[src/rtl/disp_pkg.sv]
// Shared types and constants for the display scan controller.
//   MAX_DIGITS   : widest display the controller can scan
//   NIB_W        : bits per displayed digit value
//   IDX_W        : width of a digit position index
//   scan_state_e : scanner FSM states
//   seg_payload_t: what the segment encoder receives for one lit position
//   nib_at()     : extract the nibble of one position from the packed bus
package disp_pkg;

    localparam int unsigned MAX_DIGITS = 16;
    localparam int unsigned NIB_W      = 4;
    localparam int unsigned IDX_W      = 4;
    localparam int unsigned DATA_W     = MAX_DIGITS * NIB_W;

    typedef enum logic [1:0] {
        IDLE  = 2'd0,
        SHOW  = 2'd1,
        BLANK = 2'd2
    } scan_state_e;

    typedef struct packed {
        logic [NIB_W-1:0] nib;
        logic             blank;
        logic             dp;
    } seg_payload_t;

    // Nibble i lives at data[4i+3:4i]; the index is scaled by a shift.
    function automatic logic [NIB_W-1:0] nib_at(
        input logic [DATA_W-1:0] data,
        input logic [IDX_W-1:0]  idx
    );
        return data[{idx, 2'b00} +: NIB_W];
    endfunction

endpackage

[src/rtl/lz_mask_gen.sv]
// Leading-zero suppress mask generator (combinational).
//   nibbles    : shadowed packed digit values, position 0 least significant
//   lz_en      : shadowed leading-zero suppression enable
//   suppress_c : bit i set when position i must be blanked
// Position i>0 is suppressed when every nibble from DIGITS-1 down to i is 0.
// Position 0 is never suppressed, and positions >= DIGITS are never flagged.
module lz_mask_gen
    import disp_pkg::*;
#(
    parameter int unsigned DIGITS = 8
) (
    input  logic [DATA_W-1:0]     nibbles,
    input  logic                  lz_en,
    output logic [MAX_DIGITS-1:0] suppress_c
);

    localparam int unsigned BIT_IDX_W = $clog2(DATA_W);

    logic [MAX_DIGITS-1:0] is_zero;
    logic                  zero_run;

    // Per-position zero detect.
    always_comb begin
        is_zero = '0;
        for (int i = 0; i < int'(MAX_DIGITS); i++) begin
            is_zero[IDX_W'(i)] = (nibbles[BIT_IDX_W'(i * int'(NIB_W)) +: NIB_W] == '0);
        end
    end

    // Walk from the most significant scanned position down, keeping a
    // running "all zero so far" flag.
    always_comb begin
        suppress_c = '0;
        zero_run   = 1'b1;
        for (int i = int'(MAX_DIGITS) - 1; i >= 0; i--) begin
            if (i < int'(DIGITS)) begin
                zero_run = zero_run & is_zero[IDX_W'(i)];
                if (i != 0) begin
                    suppress_c[IDX_W'(i)] = lz_en & zero_run;
                end
            end
        end
    end

endmodule

[src/rtl/disp_scan_ctrl.sv]
// Time-multiplexed digit scanner for the counter display.
//   sys_clk, sys_rst_n : clock, asynchronous active-low reset
//   run                : scanning enable; low returns to IDLE next cycle
//   digit_data         : 16 packed nibbles, position 0 least significant
//   dp_mask            : decimal-point request per position
//   lz_en              : leading-zero suppression enable
//   sel_idx, sel_en    : position index / enable for the 4-16 select decoder
//   seg_nib, seg_blank : nibble and all-off flag for the segment encoder
//   dp                 : decimal point for the lit position
//   frame_start        : one-cycle pulse on entry to SHOW at position 0
// Each position is lit SCAN_DIV cycles followed by BLANK_CYC dark cycles.
// Inputs are shadowed once per frame so a displayed frame never tears.
module disp_scan_ctrl
    import disp_pkg::*;
#(
    parameter int unsigned SCAN_DIV  = 50000,
    parameter int unsigned BLANK_CYC = 500,
    parameter int unsigned DIGITS    = 8
) (
    input  logic                  sys_clk,
    input  logic                  sys_rst_n,
    input  logic                  run,
    input  logic [DATA_W-1:0]     digit_data,
    input  logic [MAX_DIGITS-1:0] dp_mask,
    input  logic                  lz_en,
    output logic [IDX_W-1:0]      sel_idx,
    output logic                  sel_en,
    output logic [NIB_W-1:0]      seg_nib,
    output logic                  seg_blank,
    output logic                  dp,
    output logic                  frame_start
);

    localparam int unsigned SHOW_W    = (SCAN_DIV > 1) ? $clog2(SCAN_DIV) : 1;
    localparam int unsigned BLNK_W    = (BLANK_CYC > 1) ? $clog2(BLANK_CYC) : 1;
    localparam int unsigned SHOW_LAST = (SCAN_DIV > 0) ? SCAN_DIV - 1 : 0;
    localparam int unsigned BLNK_LAST = (BLANK_CYC > 0) ? BLANK_CYC - 1 : 0;
    localparam bit          HAS_BLANK = (BLANK_CYC != 0);
    localparam logic [IDX_W-1:0] IDX_LAST = IDX_W'(DIGITS - 1);

    scan_state_e           state;
    logic [SHOW_W-1:0]     show_cnt;
    logic [BLNK_W-1:0]     blank_cnt;

    // Frame shadow of the inputs.
    logic [DATA_W-1:0]     data_q;
    logic [MAX_DIGITS-1:0] dpm_q;
    logic                  lz_q;

    logic                  show_done_c;
    logic                  blank_done_c;
    logic                  load_c;
    logic                  cap_c;
    logic [IDX_W-1:0]      nxt_idx_c;
    logic [DATA_W-1:0]     src_data_c;
    logic [MAX_DIGITS-1:0] src_dpm_c;
    logic [MAX_DIGITS-1:0] suppress_c;
    seg_payload_t          nxt_pl_c;

    // Suppress mask is derived from the shadow only. A capture edge always
    // loads position 0, which is never suppressed, so the mask is never
    // needed before the shadow holds the new frame.
    lz_mask_gen #(
        .DIGITS (DIGITS)
    ) u_lz_mask_gen (
        .nibbles    (data_q),
        .lz_en      (lz_q),
        .suppress_c (suppress_c)
    );

    assign show_done_c  = (show_cnt == SHOW_W'(SHOW_LAST));
    assign blank_done_c = (blank_cnt == BLNK_W'(BLNK_LAST));

    // Decide whether this edge enters SHOW, which position, and whether
    // it starts a new frame (and so re-captures the shadow).
    always_comb begin
        load_c    = 1'b0;
        cap_c     = 1'b0;
        nxt_idx_c = '0;
        if (run) begin
            unique case (state)
                IDLE: begin
                    load_c = 1'b1;
                    cap_c  = 1'b1;
                end
                SHOW: begin
                    if (show_done_c && !HAS_BLANK) begin
                        load_c = 1'b1;
                    end
                end
                BLANK: begin
                    if (blank_done_c) begin
                        load_c = 1'b1;
                    end
                end
                default: begin
                    load_c = 1'b0;
                end
            endcase
            if (load_c && (state != IDLE)) begin
                cap_c     = (sel_idx == IDX_LAST);
                nxt_idx_c = cap_c ? '0 : sel_idx + IDX_W'(1);
            end
        end
    end

    // On a capture edge the new frame comes straight from the inputs.
    assign src_data_c = cap_c ? digit_data : data_q;
    assign src_dpm_c  = cap_c ? dp_mask    : dpm_q;

    // Payload for the position about to be lit.
    always_comb begin
        nxt_pl_c.nib   = nib_at(src_data_c, nxt_idx_c);
        nxt_pl_c.dp    = src_dpm_c[nxt_idx_c];
        nxt_pl_c.blank = (nxt_idx_c == '0) ? 1'b0 : suppress_c[nxt_idx_c];
    end

    // Scanner FSM with registered outputs.
    always_ff @(posedge sys_clk or negedge sys_rst_n) begin
        if (!sys_rst_n) begin
            state       <= IDLE;
            show_cnt    <= '0;
            blank_cnt   <= '0;
            data_q      <= '0;
            dpm_q       <= '0;
            lz_q        <= 1'b0;
            sel_idx     <= '0;
            sel_en      <= 1'b0;
            seg_nib     <= '0;
            seg_blank   <= 1'b1;
            dp          <= 1'b0;
            frame_start <= 1'b0;
        end else if (!run) begin
            state       <= IDLE;
            show_cnt    <= '0;
            blank_cnt   <= '0;
            sel_idx     <= '0;
            sel_en      <= 1'b0;
            seg_nib     <= '0;
            seg_blank   <= 1'b1;
            dp          <= 1'b0;
            frame_start <= 1'b0;
        end else begin
            frame_start <= 1'b0;
            if (cap_c) begin
                data_q <= digit_data;
                dpm_q  <= dp_mask;
                lz_q   <= lz_en;
            end
            if (load_c) begin
                state       <= SHOW;
                show_cnt    <= '0;
                blank_cnt   <= '0;
                sel_idx     <= nxt_idx_c;
                sel_en      <= 1'b1;
                seg_nib     <= nxt_pl_c.nib;
                seg_blank   <= nxt_pl_c.blank;
                dp          <= nxt_pl_c.dp;
                frame_start <= (nxt_idx_c == '0);
            end else begin
                unique case (state)
                    SHOW: begin
                        if (show_done_c) begin
                            state     <= BLANK;
                            show_cnt  <= '0;
                            sel_en    <= 1'b0;
                            seg_blank <= 1'b1;
                            dp        <= 1'b0;
                        end else begin
                            show_cnt <= show_cnt + SHOW_W'(1);
                        end
                    end
                    BLANK: begin
                        blank_cnt <= blank_cnt + BLNK_W'(1);
                    end
                    default: begin
                        state <= IDLE;
                    end
                endcase
            end
        end
    end

endmodule

[config.mk]
export PLATFORM = sky130hd
export DESIGN_NAME = disp_scan_ctrl
export DESIGN_NICKNAME = d
export VERILOG_FILES = /design/src/rtl/disp_pkg.sv /design/src/rtl/lz_mask_gen.sv /design/src/rtl/disp_scan_ctrl.sv
export SDC_FILE = /design/constraint.sdc
export NUM_CORES = 1
export LEC_CHECK = 0
export ABC_CLOCK_PERIOD_IN_PS = 2400
export CORE_ASPECT_RATIO = 1.75
export CORE_MARGIN = 2
export CORE_UTILIZATION = 49
export CTS_BUF_LIST = sky130_fd_sc_hd__clkbuf_16
export CTS_CLUSTER_DIAMETER = 80
export DETAILED_ROUTE_END_ITERATION = 8
export PLACE_DENSITY = 0.77
export SLEW_MARGIN = 20
export SYNTH_ARGS = -nofsm -noshare
export SYNTH_HDL_FRONTEND = slang
export SYNTH_SLANG_ARGS = --single-unit
export TNS_END_PERCENT = 100
[constraint.sdc]
create_clock -name sys_clk -period 2.4 [get_ports sys_clk]
set_input_delay 0.48 -clock sys_clk [delete_from_list [all_inputs] [get_ports sys_clk]]
set_output_delay 0.48 -clock sys_clk [all_outputs]
set_load 0.005 [all_outputs]
==> results.yml, run 1 <==
yosys:
  syn_inst: 717
  yosysMostFrequentCell: "nand2_1"
  ys_async_sr_fraction_pct: 100.0
  ys_warn_count: 0
  synth_top_area_share_pct: 48.62
  ys_types: 68
  synth-edff-count: 0
  ys_ff_latch: 120
  synth_area_per_cell_um2: 8.542
  syn_nets: 804
  synth_area_leader_cell: "dfrtp_1"
  yosys_most_used_dff: "dfrtp_1"
  synthTopCellsByArea: "dfrtp_1 49%, nand2_1 18%, mux2i_1 2.6%"
  netlist_area_um2: 6125
  yosysSeqAreaShare_pct: 49.05
  synthTopCellsByCount: "297 x nand2_1, 119 x dfrtp_1, 37 x nor2_1"
power:
  total_power_uw: 8820
  peakVddDrop_uv: 648.4
  power.density_nw_per_um2: 1014
  power.leakage_uw: 0.004160
detailed_routing:
  vias: 6000
  drt-vias-per-instance: 5.576
  first_pass_iters: 5
  drt_wl_total_um: 18970
  dr.first_iter.drc_count: 547
  wl_per_cell_um: 17.63
  drc: 0
  detail-route-antenna-nets: 0
placed_design:
  port-buffer-count: 95
  dpl-instance-area_um2: 7699
  place_congestion: 0.9128
  dp_hpwl_um: 13570
  place_ws_ps: -465.3
  dp_cells: 1019
sta:
  period_share_pct: 104.7
  setup_viol: 1
  hold_viol: 0
  finalCriticalPeriod_ps: 2512
  maxClockFrequency_mhz: 398.0
  rsz0062_at_grt: "true"
  setup_slack_ps: -112.3
  slew_headroom_pct: 54.28
  hold_ws_ps: 1.133
  worst_pin_slew_ps: 679.5
  clock_skew_ps: 10.87
  drv_slew: 0
floorplanning:
  core-area_um2: 12360
  initial_core_util_pct: 49.53
  rows: 54
  die_w_um: 88.51
  dieArea_um2: 13440
  die_h_um: 151.9
  ios: 96
clock_network:
  clkTransAtPathRegs_ps: 60
  cts_hold_buf: 0
  clk_path_buf_depth: 2
  cts_buffers: 17
  cts_sinks: 120
  htree_levels: 4
  clk_latency_ps: 410
  cts-root-buf: "clkbuf_16"
  cts_tree: "yes"
grt:
  grt_pass1_vias: 6025
  track_usage_pct: 28.65
  antenna_found_initial: 0
  grt_pass1_wl_um: 29770
  grt_max_degree: 57
  grt_overflow: 0
cells_and_area:
  nFillCells: 914
  final_area_um2: 8701
  layout-drive-gt1-share_pct: 20.37
  nets: 982
  diodes: 0
  stdcell_count: 1076
  syn_to_final_growth_pct: 42.06
critical_path:
  cp.arrival_ps: 2860
  r2r-start: "sel_idx[1]"
  path_max_fanout: 7
  required_ps: 2740
  cp-start-kind: "flip-flop"
  crit_type: "flip-flop to flip-flop"
  end_kind: "flip-flop"
  crit_start: "sel_idx[1]"
min_path:
  hp-class: "input port to asynchronous set/reset pin"
run:
  max-cap-violations: 0
run_status:
  violations: "setup timing"
  outcome: "finished, violations left"
## area by class of cell
cell class	instances	area [µm²]	area share, %
Clock inverter	15	152.6	1.754
Timing Repair Buffer	198	1866	21.44
Multi-Input combinational cell	557	3037	34.90
Inverter	1	3.754	0.04314
Clock buffer	17	425.4	4.889
Tap cell	168	210.2	2.416
Sequential cell	120	3007	34.56
## worst max-delay path, stage by stage (launching register included)
cell and delay [ps]:
dfrtp_1 410, ha_4 290, o211ai_1 130, or4_4 480
buf_6 170, mux2i_1 130, mux2i_1 230, o22ai_1 150
or3_1 360, nand3_1 90
## metrics by stage
stage | setup TNS [ps] | util, %
6_report | -112.3 | 70.37
5_1_grt | -367.9 | 70.37
4_1_cts | -7.917 | 68.11
3_5_place_dp | -5083 | 62.26
3_3_place_gp | -3792 | 62.26
2_1_floorplan | 0 | -
## metal layers
metal / GRT usage [%] / part of all wire, % / vias to the layer above
met1: 31.95 / 36 / 2910
met3: 4.617 / 4.5 / 71
met2: 51.38 / 55 / 240
met4: 13.35 / 4.9 / 0
met5: 0 / 0 / -
li1: - / - / 2779
## layout by cell type (no fill, tap or decap), types with 7 or more instances in the layout
cell and count:
nand2_1 297, dfrtp_1 117, clkdlybuf4s50_1 93, buf_4 90, nor2_1 35, nand3_1 22
o21ai_0 22, a21oi_1 19, clkbuf_16 19, mux2i_1 16, and3_1 10, xor2_1 9
mux2_2 8, nand4_1 8, buf_12 7
## kinds of logic (layout without fill, tap and decap cells)
logic type / after synthesis / in the layout / synth area share, %
AOI/OAI and AO/OA: 94 / 94 / 10.11
xor gates and xnor gates: 14 / 14 / 2.002
adders and majority gates: 3 / 3 / 0.6129
buffers and inverters: 40 / 231 / 4.045
DFF: 120 / 120 / 49.05
muxes: 24 / 24 / 4.086
and+or+nand+nor: 422 / 422 / 30.09
## timing repair
action,CTS,global route
buffers inserted,3,20
pin swaps,1,9
setup endpoints to repair,5,8
cloned,1,2
gates resized for setup,18,19
## power by group
group	total [µW]	leakage, µW	switching [µW]	internal (µW)
sequential	3320	0.00152	549	2770
combinational	2990	0.00236	1590	1410
clock	2510	0.000275	980	1530
## flip-flops by register name, summed over array words and instances (netlist names)
register     count
seg_blank        1
show_cnt        16
dp               1
dpm_q           16
lz_q             1
data_q          64
sel_idx          4
blank_cnt        9
sel_en           1
seg_nib          4
frame_start      1
state            2
## path summary, 6_finish.rpt
path	to	cells past startpoint	slack [ps]
worst max-delay path	seg_nib[0]	9	-110
worst min-delay path	dpm_q[9]	1	1
worst max register to register	seg_nib[0]	9	-110
worst min register to register	sel_en	2	480
max in group asynchronous	seg_blank	2	1570
min in group sys_clk	sel_en	2	480
No activity file was read; power rests on OpenSTA's default activity.
==> inputs of run 2 (changes only) <==
--- a/config.mk
+++ b/config.mk
@@ -8,11 +8,10 @@
 export ABC_CLOCK_PERIOD_IN_PS = 2400
 export CORE_ASPECT_RATIO = 1.75
 export CORE_MARGIN = 2
-export CORE_UTILIZATION = 49
+export CORE_UTILIZATION = 35
 export CTS_BUF_LIST = sky130_fd_sc_hd__clkbuf_16
 export CTS_CLUSTER_DIAMETER = 80
 export DETAILED_ROUTE_END_ITERATION = 8
-export PLACE_DENSITY = 0.77
 export SLEW_MARGIN = 20
 export SYNTH_ARGS = -nofsm -noshare
 export SYNTH_HDL_FRONTEND = slang
==> results.yml, run 2 (synthesized netlist as in run 1, its figures left out) <==
run_status:
  outcome: "finished, violations left"
  violations: "setup timing"
floorplanning:
  ios: 96
  rows: 64
  die_w_um: 104.0
  core-area_um2: 17300
  die_h_um: 179.0
  initial_core_util_pct: 35.41
  dieArea_um2: 18610
critical_path:
  rr_endpoint: "seg_nib[0]"
  ff2ff_setup_slack_ps: -40
  crit_slowest_cell: "or4_4"
  path_max_fanout: 8
  crit_type: "flip-flop to flip-flop"
  cp-start-kind: "flip-flop"
  required_ps: 2750
  path_buf_inv: 1
  worstSetupEndpoint: "seg_nib[0]"
  r2r-start: "sel_idx[1]"
  cp_top_family: "simple AND/OR/NAND/NOR gates"
  cp.arrival_ps: 2790
  path_common_cell: "mux2i_1"
  max_stage_delay_ps: 450
  crit_chain: "ha_2 -> o211ai_1 -> or4_4 -> buf_8 -> mux2i_1 -> mux2i_1 -> o22ai_1 -> or3_1 -> nand3_1"
  cp.depth: 9
  reg2reg_depth: 9
  crit_start: "sel_idx[1]"
  end_kind: "flip-flop"
cells_and_area:
  layout-drive-gt1-share_pct: 19.44
  reg_top3: "data_q x64, dpm_q x16, show_cnt x16"
  nFillCells: 1707
  syn_to_final_growth_pct: 41.06
  final_cell_mix: "296 x nand2_1, 119 x dfrtp_1, 93 x clkdlybuf4s50_1"
  top_register: "data_q"
  final_common_cell: "nand2_1"
  nets: 974
  largest_reg_flops: 64
  diodes: 0
sta:
  setup_viol: 2
  period_share_pct: 101.8
  maxClockFrequency_mhz: 409.2
  setup_slack_ps: -43.71
  finalCriticalPeriod_ps: 2444
  hold_viol: 0
  hold_ws_ps: 66.79
  worst_pin_slew_ps: 609.8
  clock_skew_ps: 7.445
  slew_headroom_pct: 59.35
  rsz0062_at_grt: "true"
  drv_slew: 0
detailed_routing:
  vias: 5646
  drc: 0
  drt_wl_total_um: 19230
  first_pass_iters: 4
  wl_per_cell_um: 17.01
  dr.first_iter.drc_count: 268
  wl_met3_um: 742
  drt-vias-per-instance: 4.992
  highest_layer: "met4"
  wl_met1_um: 7048
  detail-route-antenna-nets: 0
  dr_wl_met2_um: 10430
grt:
  track_usage_pct: 21.27
  antenna_found_initial: 0
  grt_pass1_vias: 5936
  grt_pass1_wl_um: 30340
  grt_max_degree: 43
  grt_overflow: 0
power:
  power.density_nw_per_um2: 997.0
  total_power_uw: 8614
  power.leakage_uw: 0.004084
  peakVddDrop_uv: 521.6
clock_network:
  cts_hold_buf: 0
  cts-root-buf: "clkbuf_16"
  cts_buffers: 17
  htree_levels: 4
  clkTransAtPathRegs_ps: 60
  cts_sinks: 120
  clk_path_buf_depth: 2
  clk_latency_ps: 410
  cts_tree: "yes"
placed_design:
  place_congestion: 0.9125
  place_ws_ps: -452.2
  dp_hpwl_um: 14470
  port-buffer-count: 95
min_path:
  hp-class: "input port to asynchronous set/reset pin"
run:
  max-cap-violations: 0
==> run 2: per-stage QoR <==
stage / cells / util [%] / cell area, µm² / setup TNS (ps)
floorplan: 717 / - / 6125 / 0
global placement: 1089 / 45.12 / 7805 / -2651
detailed placement: 1089 / 45.12 / 7805 / -3137
CTS: 1126 / 49.04 / 8482 / 0
global route: 1131 / 49.95 / 8640 / -350.8
finish: 1131 / 49.95 / 8640 / -60.91
==> run 2: worst min-delay path by stage <==
stage	slack, ps	start	to	depth (start not counted)
2_1_floorplan	180	sys_rst_n	blank_cnt[0]	0
3_3_place_gp	460	data_q[39]	data_q[39]	2
3_5_place_dp	460	data_q[39]	data_q[39]	2
4_1_cts	90	sys_rst_n	dpm_q[13]	1
5_1_grt	100	sys_rst_n	dpm_q[13]	1
6_report	70	sys_rst_n	dpm_q[13]	1
==> run 2: layer usage <==
metal	vias to the layer above	GRT usage, %
met4	0	12.11
met1	2657	21.82
met2	168	40.38
met5	-	0
met3	60	3.780
li1	2761	-
==> run 2: area by class of cell <==
cell class	instances	area (µm²)	area share, %
multi-input cells	559	3053	35.34
clock inverters	15	152.6	1.767
well taps	231	289.0	3.345
clock buffers	17	425.4	4.924
repair buffers	188	1712	19.81
inverters	1	3.754	0.04345
flip-flops and latches	120	3004	34.77
==> run 2: repair_timing <==
| action | in CTS | in global routing |
|---|---|---|
| setup endpoints to repair | 6 | 6 |
| resized for setup | 10 | 25 |
| cloned | 1 | 1 |
| setup buffers | 4 | 4 |
| endpoints found under the hold margin | 0 | 0 |
| pin swaps | 2 | 8 |
==> run 2: power by group <==
group          switching (µW)  internal (µW)
Clock                     988           1530
Combinational            1540           1250
Sequential                541           2770
Total                    3060           5550
==> inputs of run 3 (changes only) <==
--- a/config.mk
+++ b/config.mk
@@ -12,6 +12,7 @@
 export CTS_BUF_LIST = sky130_fd_sc_hd__clkbuf_16
 export CTS_CLUSTER_DIAMETER = 80
 export DETAILED_ROUTE_END_ITERATION = 8
+export GPL_ROUTABILITY_DRIVEN = 0
 export SLEW_MARGIN = 20
 export SYNTH_ARGS = -nofsm -noshare
 export SYNTH_HDL_FRONTEND = slang
==> results of run 3 <==
Same layout as run 2: the final DEF is identical, and so are final timing and power.
